**config.mk**
```make
export PLATFORM = sky130hd
export DESIGN_NAME = cart_mem_arb
export DESIGN_NICKNAME = d
export VERILOG_FILES = /design/src/rtl/cart_mem_pkg.sv /design/src/rtl/cart_mem_fifo.sv /design/src/rtl/cart_mem_arb.sv
export SDC_FILE = /design/constraint.sdc
export NUM_CORES = 1
export LEC_CHECK = 0
export ABC_CLOCK_PERIOD_IN_PS = 5800
export CAP_MARGIN = 10
export CORE_MARGIN = 1.5
export CORE_UTILIZATION = 40
export DETAILED_ROUTE_END_ITERATION = 10
export GPL_TIMING_DRIVEN = 0
export PLACE_DENSITY = 0.71
export SLEW_MARGIN = 20
export SYNTH_ARGS = -nofsm -noshare
export SYNTH_HDL_FRONTEND = slang
export SYNTH_HIERARCHICAL = 1
export SYNTH_SLANG_ARGS = --single-unit
```
**constraint.sdc**
```tcl
create_clock -name clk -period 5.8 [get_ports clk]
set_clock_uncertainty 0.15 [all_clocks]
set_input_delay 0.58 -clock clk [delete_from_list [all_inputs] [get_ports clk]]
set_output_delay 0.58 -clock clk [all_outputs]
set_load 0.02 [all_outputs]
```
**src/rtl/cart_mem_pkg.sv**
```systemverilog
`default_nettype none
// ============================================================================
//  Module   : cart_mem_pkg
//  Purpose  : Shared constants and the request-sequencer state encoding for
//             the cartridge memory arbiter (cart_mem_arb, cart_mem_fifo).
//  Revision : 1.0 - initial release
// ============================================================================
package cart_mem_pkg;

    // Default loader/CPU byte-address width and controller address width.
    localparam int c_ADDR_W    = 23;
    localparam int c_MEM_AW    = 23;

    // Default read-completion timeout, in clk cycles counted from ISSUE.
    localparam int c_READ_WAIT = 8;

    // Request sequencer states.
    typedef enum logic [2:0] {
        ST_IDLE    = 3'd0,
        ST_ISSUE   = 3'd1,
        ST_WAIT_LO = 3'd2,
        ST_WAIT_HI = 3'd3,
        ST_DONE    = 3'd4
    } state_t;

endpackage : cart_mem_pkg
`default_nettype wire

```
**src/rtl/cart_mem_fifo.sv**
```systemverilog
`default_nettype none
// ============================================================================
//  Module   : cart_mem_fifo
//  Purpose  : Small synchronous FIFO holding loader {addr, data} entries.
//             A push while full is dropped unless a pop happens in the same
//             cycle, in which case both are accepted without loss.
//  Ports    : clk, rst      - clock, asynchronous active-high reset
//             push, wdata   - write strobe and entry
//             pop, rdata    - read strobe and head entry (show-ahead)
//             full, empty   - occupancy flags
//             count         - number of stored entries (0..DEPTH)
//  Revision : 1.0 - initial release
// ============================================================================
module cart_mem_fifo #(
    parameter int DEPTH = 4,
    parameter int WIDTH = 31
) (
    input  logic                     clk,
    input  logic                     rst,
    input  logic                     push,
    input  logic [WIDTH-1:0]         wdata,
    input  logic                     pop,
    output logic [WIDTH-1:0]         rdata,
    output logic                     full,
    output logic                     empty,
    output logic [$clog2(DEPTH):0]   count
);

    localparam int c_PW = $clog2(DEPTH);

    logic [WIDTH-1:0] r_mem [DEPTH];
    logic [c_PW-1:0]  r_wptr;
    logic [c_PW-1:0]  r_rptr;
    logic [c_PW:0]    r_count;

    logic             w_pop_ok;
    logic             w_push_ok;

    assign w_pop_ok  = pop && !empty;
    // A full FIFO can still take a byte when the head leaves this cycle.
    assign w_push_ok = push && (!full || w_pop_ok);

    always_ff @(posedge clk or posedge rst) begin
        if (rst) begin
            r_wptr  <= '0;
            r_rptr  <= '0;
            r_count <= '0;
        end else begin
            if (w_push_ok) begin
                r_wptr <= r_wptr + c_PW'(1);
            end
            if (w_pop_ok) begin
                r_rptr <= r_rptr + c_PW'(1);
            end
            case ({w_push_ok, w_pop_ok})
                2'b10:   r_count <= r_count + (c_PW + 1)'(1);
                2'b01:   r_count <= r_count - (c_PW + 1)'(1);
                default: r_count <= r_count;
            endcase
        end
    end

    // Storage needs no reset: occupancy is tracked by the pointers/count.
    always_ff @(posedge clk) begin
        if (w_push_ok) begin
            r_mem[r_wptr] <= wdata;
        end
    end

    assign rdata = r_mem[r_rptr];
    assign full  = (r_count == (c_PW + 1)'(DEPTH));
    assign empty = (r_count == '0);
    assign count = r_count;

endmodule : cart_mem_fifo
`default_nettype wire

```
**src/rtl/cart_mem_arb.sv**
```systemverilog
`default_nettype none
// ============================================================================
//  Module   : cart_mem_arb
//  Purpose  : Arbitrates a byte loader and a CPU read port onto a single
//             8-bit-mode SDRAM controller request interface. Loader bytes
//             are buffered and have priority over CPU reads.
//  Ports    : clk, init                 - clock, async active-high reset
//             ld_wr/ld_addr/ld_data     - loader byte strobe/address/data
//             ld_wait, ld_ovf           - loader back-pressure, sticky overflow
//             cpu_rd/cpu_addr           - CPU read request (level) / address
//             cpu_dout, cpu_valid       - read byte, one-cycle valid pulse
//             mem_addr/din/wtbt/we/rd   - controller request outputs
//             mem_dout, mem_ready       - controller response inputs
//  Revision : 1.0 - initial release
// ============================================================================
module cart_mem_arb
    import cart_mem_pkg::*;
#(
    parameter int                  ADDR_W     = c_ADDR_W,
    parameter logic [c_MEM_AW-1:0] BASE       = '0,
    parameter int                  READ_WAIT  = c_READ_WAIT,
    parameter int                  FIFO_DEPTH = 4
) (
    input  logic                clk,
    input  logic                init,
    input  logic                ld_wr,
    input  logic [ADDR_W-1:0]   ld_addr,
    input  logic [7:0]          ld_data,
    output logic                ld_wait,
    output logic                ld_ovf,
    input  logic                cpu_rd,
    input  logic [ADDR_W-1:0]   cpu_addr,
    output logic [7:0]          cpu_dout,
    output logic                cpu_valid,
    output logic [22:0]         mem_addr,
    output logic [15:0]         mem_din,
    output logic [1:0]          mem_wtbt,
    output logic                mem_we,
    output logic                mem_rd,
    input  logic [15:0]         mem_dout,
    input  logic                mem_ready
);

    localparam int c_FW  = ADDR_W + 8;
    localparam int c_CW  = $clog2(FIFO_DEPTH);
    localparam int c_RCW = $clog2(READ_WAIT + 1);

    state_t              r_state;
    state_t              w_next;

    logic [c_FW-1:0]     w_head;
    logic [ADDR_W-1:0]   w_head_addr;
    logic [7:0]          w_head_data;
    logic                w_full;
    logic                w_empty;
    logic [c_CW:0]       w_count;
    logic                w_pop;

    logic                w_start_wr;
    logic                w_start_rd;
    logic                w_busy;

    logic [c_MEM_AW-1:0] r_mem_addr;
    logic [15:0]         r_mem_din;
    logic [7:0]          r_cpu_dout;
    logic                r_is_rd;
    logic [c_RCW-1:0]    r_rd_cnt;
    logic                r_lo_seen;
    logic                r_ovf;

    logic                w_unused;

    // ------------------------------------------------------------------
    // Loader write buffer
    // ------------------------------------------------------------------
    cart_mem_fifo #(
        .DEPTH (FIFO_DEPTH),
        .WIDTH (c_FW)
    ) u_fifo (
        .clk   (clk),
        .rst   (init),
        .push  (ld_wr),
        .wdata ({ld_addr, ld_data}),
        .pop   (w_pop),
        .rdata (w_head),
        .full  (w_full),
        .empty (w_empty),
        .count (w_count)
    );

    assign w_head_addr = w_head[c_FW-1:8];
    assign w_head_data = w_head[7:0];

    // One slot of headroom so a loader reacting a cycle late still fits.
    assign ld_wait = (w_count >= (c_CW + 1)'(FIFO_DEPTH - 1));

    // Overflow only when the byte is really lost (no same-cycle pop).
    always_ff @(posedge clk or posedge init) begin
        if (init) begin
            r_ovf <= 1'b0;
        end else if (ld_wr && w_full && !w_pop) begin
            r_ovf <= 1'b1;
        end
    end

    assign ld_ovf = r_ovf;

    // ------------------------------------------------------------------
    // Request start decode. A loader byte arriving this very cycle also
    // blocks a CPU read, so a same-cycle write is always issued first.
    // ------------------------------------------------------------------
    assign w_start_wr = (r_state == ST_IDLE) && !w_empty;
    assign w_start_rd = (r_state == ST_IDLE) && w_empty && cpu_rd && !ld_wr;

    // ------------------------------------------------------------------
    // FSM: state register
    // ------------------------------------------------------------------
    always_ff @(posedge clk or posedge init) begin
        if (init) begin
            r_state <= ST_IDLE;
        end else begin
            r_state <= w_next;
        end
    end

    // ------------------------------------------------------------------
    // FSM: next-state logic
    // ------------------------------------------------------------------
    always_comb begin
        w_next = r_state;
        case (r_state)
            ST_IDLE: begin
                if (w_start_wr || w_start_rd) begin
                    w_next = ST_ISSUE;
                end
            end
            ST_ISSUE: begin
                w_next = ST_WAIT_LO;
            end
            ST_WAIT_LO: begin
                // Controller acknowledges by dropping ready; if it never
                // does within two cycles, move on regardless.
                if (!mem_ready || r_lo_seen) begin
                    w_next = ST_WAIT_HI;
                end
            end
            ST_WAIT_HI: begin
                if (mem_ready ||
                    (r_is_rd && (r_rd_cnt >= c_RCW'(READ_WAIT - 1)))) begin
                    w_next = ST_DONE;
                end
            end
            ST_DONE: begin
                w_next = ST_IDLE;
            end
            default: begin
                w_next = ST_IDLE;
            end
        endcase
    end

    // ------------------------------------------------------------------
    // FSM: outputs
    // ------------------------------------------------------------------
    always_comb begin
        w_pop     = 1'b0;
        w_busy    = 1'b0;
        mem_we    = 1'b0;
        mem_rd    = 1'b0;
        cpu_valid = 1'b0;
        w_pop     = w_start_wr;
        w_busy    = (r_state == ST_ISSUE) || (r_state == ST_WAIT_LO) ||
                    (r_state == ST_WAIT_HI);
        // DONE drops the request so the controller sees a fresh edge next time.
        mem_we    = w_busy && !r_is_rd;
        mem_rd    = w_busy && r_is_rd;
        cpu_valid = (r_state == ST_DONE) && r_is_rd;
    end

    // ------------------------------------------------------------------
    // Request datapath: address/data latched once at start so they stay
    // stable for the whole transaction.
    // ------------------------------------------------------------------
    always_ff @(posedge clk or posedge init) begin
        if (init) begin
            r_mem_addr <= '0;
            r_mem_din  <= '0;
            r_is_rd    <= 1'b0;
            r_rd_cnt   <= '0;
            r_lo_seen  <= 1'b0;
            r_cpu_dout <= '0;
        end else begin
            if (w_start_wr) begin
                r_mem_addr <= BASE + c_MEM_AW'(w_head_addr);
                r_mem_din  <= {w_head_data, w_head_data};
                r_is_rd    <= 1'b0;
            end else if (w_start_rd) begin
                r_mem_addr <= BASE + c_MEM_AW'(cpu_addr);
                r_is_rd    <= 1'b1;
            end

            // Cycles elapsed since ISSUE; zero during the ISSUE cycle.
            if (w_start_wr || w_start_rd) begin
                r_rd_cnt <= '0;
            end else if (r_rd_cnt != c_RCW'(READ_WAIT)) begin
                r_rd_cnt <= r_rd_cnt + c_RCW'(1);
            end

            r_lo_seen <= (r_state == ST_WAIT_LO) && mem_ready;

            if (r_is_rd && (r_state == ST_WAIT_HI) && (w_next == ST_DONE)) begin
                r_cpu_dout <= mem_dout[7:0];
            end
        end
    end

    assign mem_addr = r_mem_addr;
    assign mem_din  = r_mem_din;
    assign mem_wtbt = 2'b00;
    assign cpu_dout = r_cpu_dout;

    // Upper controller byte is never used in 8-bit mode.
    assign w_unused = ^mem_dout[15:8];

endmodule : cart_mem_arb
`default_nettype wire
```
# --- Word level (Yosys, flattened, before mapping) ---
# Memory sizes are Yosys's and may differ from the RTL's.
# Index checks and enable logic that the tools add are counted.
# W data, S select, Z words.
word_totals:
  register_bits: 64
  mem_bits_rw: 124
  input_bits: 75
  output_inout_bits: 54
  wordCells: 73
  n_memories: 1
mem_list:
  columns: ["name", "words", "width", "read_ports", "rd_clocked_by_memory_dff", "write_ports", "line_no", "source"]
  rows:
  - ["u_fifo.r_mem", 4, 31, 1, 0, 1, "cart_mem_fifo.sv:31", "logic [WIDTH-1:0] r_mem [DEPTH];"]
op_classes:
  n_addsub: 5
  order_cmp: 2
  n_eq_ne: 9
  n_mux: 13
  n_reduce_logical: 32
op_table:
  columns: ["operator", "n"]
  rows:
  - ["$mux W23", 2]
  - ["$logic_and A1 B1 Y1", 15]
  - ["$pmux W3 S4", 1]
  - ["$eq A3 B3 Y1 const B", 3]
  - ["$mux W3", 3]
  - ["$mux W4", 2]
  - ["$eq A3 B2 Y1 const B", 2]
  - ["$logic_not A1 Y1", 6]
  - ["$logic_not A3 Y1", 2]
  - ["$logic_or A1 B1 Y1", 6]
  - ["$pmux W3 S2", 1]
  - ["$reduce_bool A2 Y1", 3]
  - ["$add A2 B1 Y2 const B", 2]
  - ["$add A4 B1 Y4 const B", 1]
  - ["$ge A4 B3 Y1 const B", 1]
  - ["$mux W1", 4]
  - ["$ne A4 B4 Y1 const B", 1]
  - ["$add A3 B1 Y3 const B", 1]
  - ["$eq A3 B1 Y1 const B", 1]
  - ["$ge A3 B2 Y1 const B", 1]
  - ["$sub A3 B1 Y3 const B", 1]
  - ["$eq A2 B1 Y1 const B", 1]
  - ["$eq A2 B2 Y1 const B", 1]

# --- Logic depth before layout (Yosys ltp) ---
depth:
  word_depth: 9
  mapped_depth: 11
  depth_no_buf: 8

# --- Hierarchy ---
# The synthesis kept the hierarchy.
modules_own_cells:
  columns: ["mod", "n_inst", "cells_per_inst", "area_per_inst_um2", "seq_area_each_um2"]
  rows:
  - ["cart_mem_fifo", 1, 216, 4977.3, 3898.7]
  - ["cart_mem_arb", 1, 174, 2367.3, 1226.2]

# --- Worst setup path after synthesis ---
# No wires, ideal clock.
synth_path:
  kind: "register -> register"
  startpoint: "register u_fifo.r_count[0] (netlist: u_fifo/count[0])"
  endpoint: "register u_fifo.r_count[2] (netlist: u_fifo/count[2])"
  setup_time_ps: 132
  arrival_time_ps: 2468
  required_ps: 5518
  path_slack_ps: 3051
  path_stages_with_launch: 12
  n_path_buf: 3
  period_less_slack_ps: 2749
  path_cell_list: "dfrtp_1 > nor3_1 > clkbuf_1 > nor4_1 > buf_2 > buf_6 > nand2b_1 > or2_2 > fa_1 > nand2b_1 > o221ai_1 > nand3_1"
synth_via:
  elab_chain_cells: 8
  elab_cells_between_ends: 14
  cone_classes: "add/sub: 2; eq/ne: 3; mux: 1; reduce/logical: 8"
synth_lines:
  columns: ["item", "line_no", "source"]
  rows:
  - ["start: declaration", "cart_mem_fifo.sv:34", "logic [c_PW:0] r_count;"]
  - ["start signal: assignment", "cart_mem_fifo.sv:56", "2'b10: r_count <= r_count + (c_PW + 1)'(1);"]
  - ["start signal: assignment", "cart_mem_fifo.sv:57", "2'b01: r_count <= r_count - (c_PW + 1)'(1);"]
  - ["start signal: assignment", "cart_mem_fifo.sv:58", "default: r_count <= r_count;"]
  - ["$logic_not A3 Y1 (*)", "cart_mem_fifo.sv:72", "assign empty = (r_count == '0);"]
  - ["via w_empty", "cart_mem_arb.sv:55", "logic w_empty;"]
  - ["$logic_not A1 Y1 (*)", "cart_mem_arb.sv:112", "assign w_start_wr = (r_state == ST_IDLE) && !w_empty;"]
  - ["$logic_and A1 B1 Y1 (*)", "cart_mem_arb.sv:112", null]
  - ["via w_pop", "cart_mem_arb.sv:57", "logic w_pop;"]
  - ["$logic_and A1 B1 Y1 (*)", "cart_mem_fifo.sv:39", "assign w_pop_ok = pop && !empty;"]
  - ["$logic_or A1 B1 Y1", "cart_mem_fifo.sv:41", "assign w_push_ok = push && (!full || w_pop_ok);"]
  - ["$logic_and A1 B1 Y1", "cart_mem_fifo.sv:41", null]
  - ["$eq A2 B1 Y1 / $eq A2 B2 Y1 (equally long branches)", "cart_mem_fifo.sv:55", "case ({w_push_ok, w_pop_ok})"]
  - ["$pmux W3 S2 / $reduce_bool A2 Y1 (equally long branches)", null, null]
# The timed path passes the listed nets; every way through them passes the cells marked *.
# A chain may end at the register's enable or synchronous reset.

# --- Worst setup path in the final report ---
layout_path:
  startpoint: "register u_fifo.r_count[0] (netlist: u_fifo/count[0])"
  endpoint: "register u_fifo.r_count[1] (netlist: u_fifo/count[1])"
# Same word-level chain as after synthesis.

==> key figures <==
Timing
  • Final setup viols: 0
  • Slew @ Worst Pin: 994.0 ps
  • Slew Viols, Final: 0
  • Final hold vios: 0
  • Max-slew headroom: 33.74%
  • Fin Setup TNS: 0 ps
  • Peak Freq: 0.3025 GHz
  • RSZ-0062 raised after global routing: false
  • Setup ws final: 2494 ps
  • Final min period: 3306 ps
  • Fin crit share: 57.00%

Power
  • Clock network power share: 20.5%
  • Part of the power in registers: 39.1%
  • Combinational share of power: 40.4%
  • Int Pwr: 0.003388 W
  • Sw Share: 32.06%
  • Psw: 0.001599 W
  • Power per standard cell area: 533.1 nW/um^2
  • VDD IR-drop max: 0.3226 mV
  • Pwr Total: 0.004987 W
  • Lkg Pwr: 3.352 nW

Place
  • Dpl hpwl: 9568 um
  • # port buffers: 118
  • Routability Congestion: 0.7339
  • Pre-CTS setup slack: 2504 ps

Drt
  • Routed wire per std cell: 18.90 um
  • First-pass DRT Iterations: 4
  • Via density: 5.051
  • DR vias: 3894
  • Post-DRT Antenna Nets: 0
  • DR iter-0 viols: 213
  • Remaining DRCs: 0
  • Final wirelength: 14580 um

Final layout
  • Synthesis-to-layout area growth: 27.36%
  • Share of cells above drive strength 1: 27.86%
  • # fillers: 1437
  • Register area: 5125 um^2
  • Area of the multi-input gates: 2004 um^2
  • Diodes inserted: 0
  • Net count, final: 611

Critical path
  • CP Launch Type: flop
  • Bufs and invs on worst path: 4
  • Slowest stage cell, crit path: fa_1
  • Cell family with most CP delay: buffers and inverters
  • Setup CP Type: flop to flop
  • Largest stage delay, worst path: 500 ps
  • Data arrival, critical path: 3460 ps
  • CP Cell Sequence: nor3_1, clkbuf_1, nor4_1, buf_2, buf_6, nand2b_1, or2_2, fa_1, inv_1, o21ai_0, o31ai_1
  • CP required: 5950 ps
  • Maximum fanout along the worst path: 10
  • Worst setup EP type: flop

GRT
  • Total grt overflow: 0
  • Total global-route track usage: 16.09%
  • Initial antenna violation count: 0
  • First-pass GRT wire length: 23290 um
  • Vias in the first global route: 4204
  • Largest net degree at the start of global routing: 34

Logic synthesis
  • EDFF count, synth: 124
  • Netlist cell types: 47
  • Post-synthesis sequential area ratio: 69.78%
  • Area leader, netlist: edfxtp_1
  • Synth async-reset ratio: 31.11%
  • Share of the synthesized area in the top cell type: 50.70%
  • Post-synthesis cell area: 7345 um^2
  • Syn. warnings: 6
  • Cells after Synth: 390
  • Mapped Avg Cell Area: 18.83 um^2
  • Yosys reg bits: 180
  • Dominant synthesized flop cell: edfxtp_1
  • Top post-synthesis cells by area: edfxtp_1 (51%), dfrtp_1 (19%), mux4_2 (9.5%)

Floorplanning
  • Cell Rows: 49
  • Initial Util: 40.89%
  • Die area: 19180 um^2
  • Die Y: 138.5 um
  • I/O pin total: 129
  • Core Region: 17960 um^2
  • Chip width: 138.5 um

Run
  • Max_cap viols: 0

Clock tree
  • TritonCTS clock tree: yes
  • Cts bufs inserted: 17
  • CTS Hold Bufs: 0
  • CTS clk-pin slew, worst paths: 60 ps
  • H-tree depth: 4
  • Clock latency on the worst-skew pair: 420 ps
  • Clock Tree Buf Depth: 2
  • CTS Root Cell: clkbuf_16
  • CTS Sinks: 180
  • Post-CTS Repair Setup Buffers: 0
  • # resized after CTS: 0

Min path
  • Hold WC Path Type: input pin to asynchronous set/reset pin

Outcome
  • Outcome: complete, no violations
## synth_stat cells, types with 2 or more instances
library cell  count
buf_2             7
buf_4            10
ha_1              6
a211oi_1          2
buf_1             2
nand3b_1          3
nand2b_1          3
buf_6             3
clkbuf_1          5
a21oi_1           3
o21bai_1          2
or2_2             2
nand2_1           5
edfxtp_1        124
xnor2_1           5
inv_1            13
nor2_1           10
and3_1            3
nor3_1            2
o21ai_0           3
dfrtp_1          56
nand3_1           2
and2_2            4
mux2_2           61
mux4_2           31
xor2_1            2
## worst register-to-register path, delay by kind of cell, from the launching register on
| family | cells | cell delay [ps] |
|---|---|---|
| compound gates | 2 | 310 |
| buf+inv | 4 | 890 |
| simple gates | 4 | 870 |
| flops | 1 | 470 |
| fa+ha+maj | 1 | 500 |
## through the flow
stage	util (%)	cells	instance area, um^2	hold slack (ps)
2_1_floorplan	-	391	7348	233.4
3_3_place_gp	49.08	738	8816	316.9
3_5_place_dp	49.19	739	8836	325.8
4_1_cts	52.07	771	9354	287.8
5_1_grt	52.07	771	9354	309.3
6_report	52.07	771	9354	294.3
## registers in the layout (all words and copies together), names as in the netlist, 2 cells and up
register,flops
mem_din,8
u_fifo/r_rptr,2
u_fifo/r_mem,124
u_fifo/count,3
r_rd_cnt,4
mem_addr,23
u_fifo/r_wptr,2
r_state,3
cpu_dout,8
## layer usage
layer  GRT usage, %  routed length [um]
met4          5.540                 150
met2          27.28                7664
met5              0                   0
met3          4.607                 809
met1          19.83                5951
## cell type report
cell class	count	share of cell area, %
repair buffers	119	12.84
plain buffers	27	1.819
well taps	229	3.063
flip-flops and latches	180	54.79
clock inverters	8	0.6019
inverters	13	0.5217
multi-input cells	171	21.43
clock buffers	24	4.936
## power by group through the flow
stage	registers (W)	clock network [W]	logic, W
after global placement	0.00195	0	0.00198
after floorplan	0.00211	0	0.00115
after global routing	0.00200	0.00110	0.00217
after CTS	0.00196	0.00105	0.00205
after detailed placement	0.00198	0	0.00204
final	0.00195	0.00102	0.00201
## cell families (layout without fill, tap and decap cells)
logic type,Yosys count,after routing,share of synthesized area (%)
and+or+nand+nor,41,41,3.510
xor gates and xnor gates,7,7,0.8348
muxes,95,95,19.35
other,1,2,0.05106
adders and majority gates,7,7,1.295
buffers and inverters,40,191,2.981
AOI/OAI and AO/OA,19,19,2.198
DFF,180,180,69.78
## worst paths after layout
check	endpoint	depth (start not counted)	start	slack, ps
setup / recovery	u_fifo/count[1]	11	u_fifo/count[0]	2490
hold / removal	u_fifo/r_wptr[1]	2	init	290
setup reg to reg	u_fifo/count[1]	11	u_fifo/count[0]	2490
hold reg to reg	ld_ovf	1	ld_ovf	340
max in group asynchronous	mem_din[7]	3	init	4590
min in group clk	ld_ovf	1	ld_ovf	340
## cells in the final DEF (no fill, tap or decap), types with 3 or more instances in the layout
cell,instances
buf_6,3
clkinvlp_4,4
buf_2,7
nand2b_1,3
nor2_1,10
and2_2,4
o21ai_0,3
mux2_2,61
xnor2_1,5
nand3b_1,3
and3_1,3
clkdlybuf4s50_1,118
buf_4,10
ha_1,6
edfxtp_1,124
nand2_1,5
dfrtp_1,56
clkbuf_1,11
inv_1,12
a21oi_1,3
clkbuf_16,17
mux4_2,31
Power figures use the tool's default switching activity.
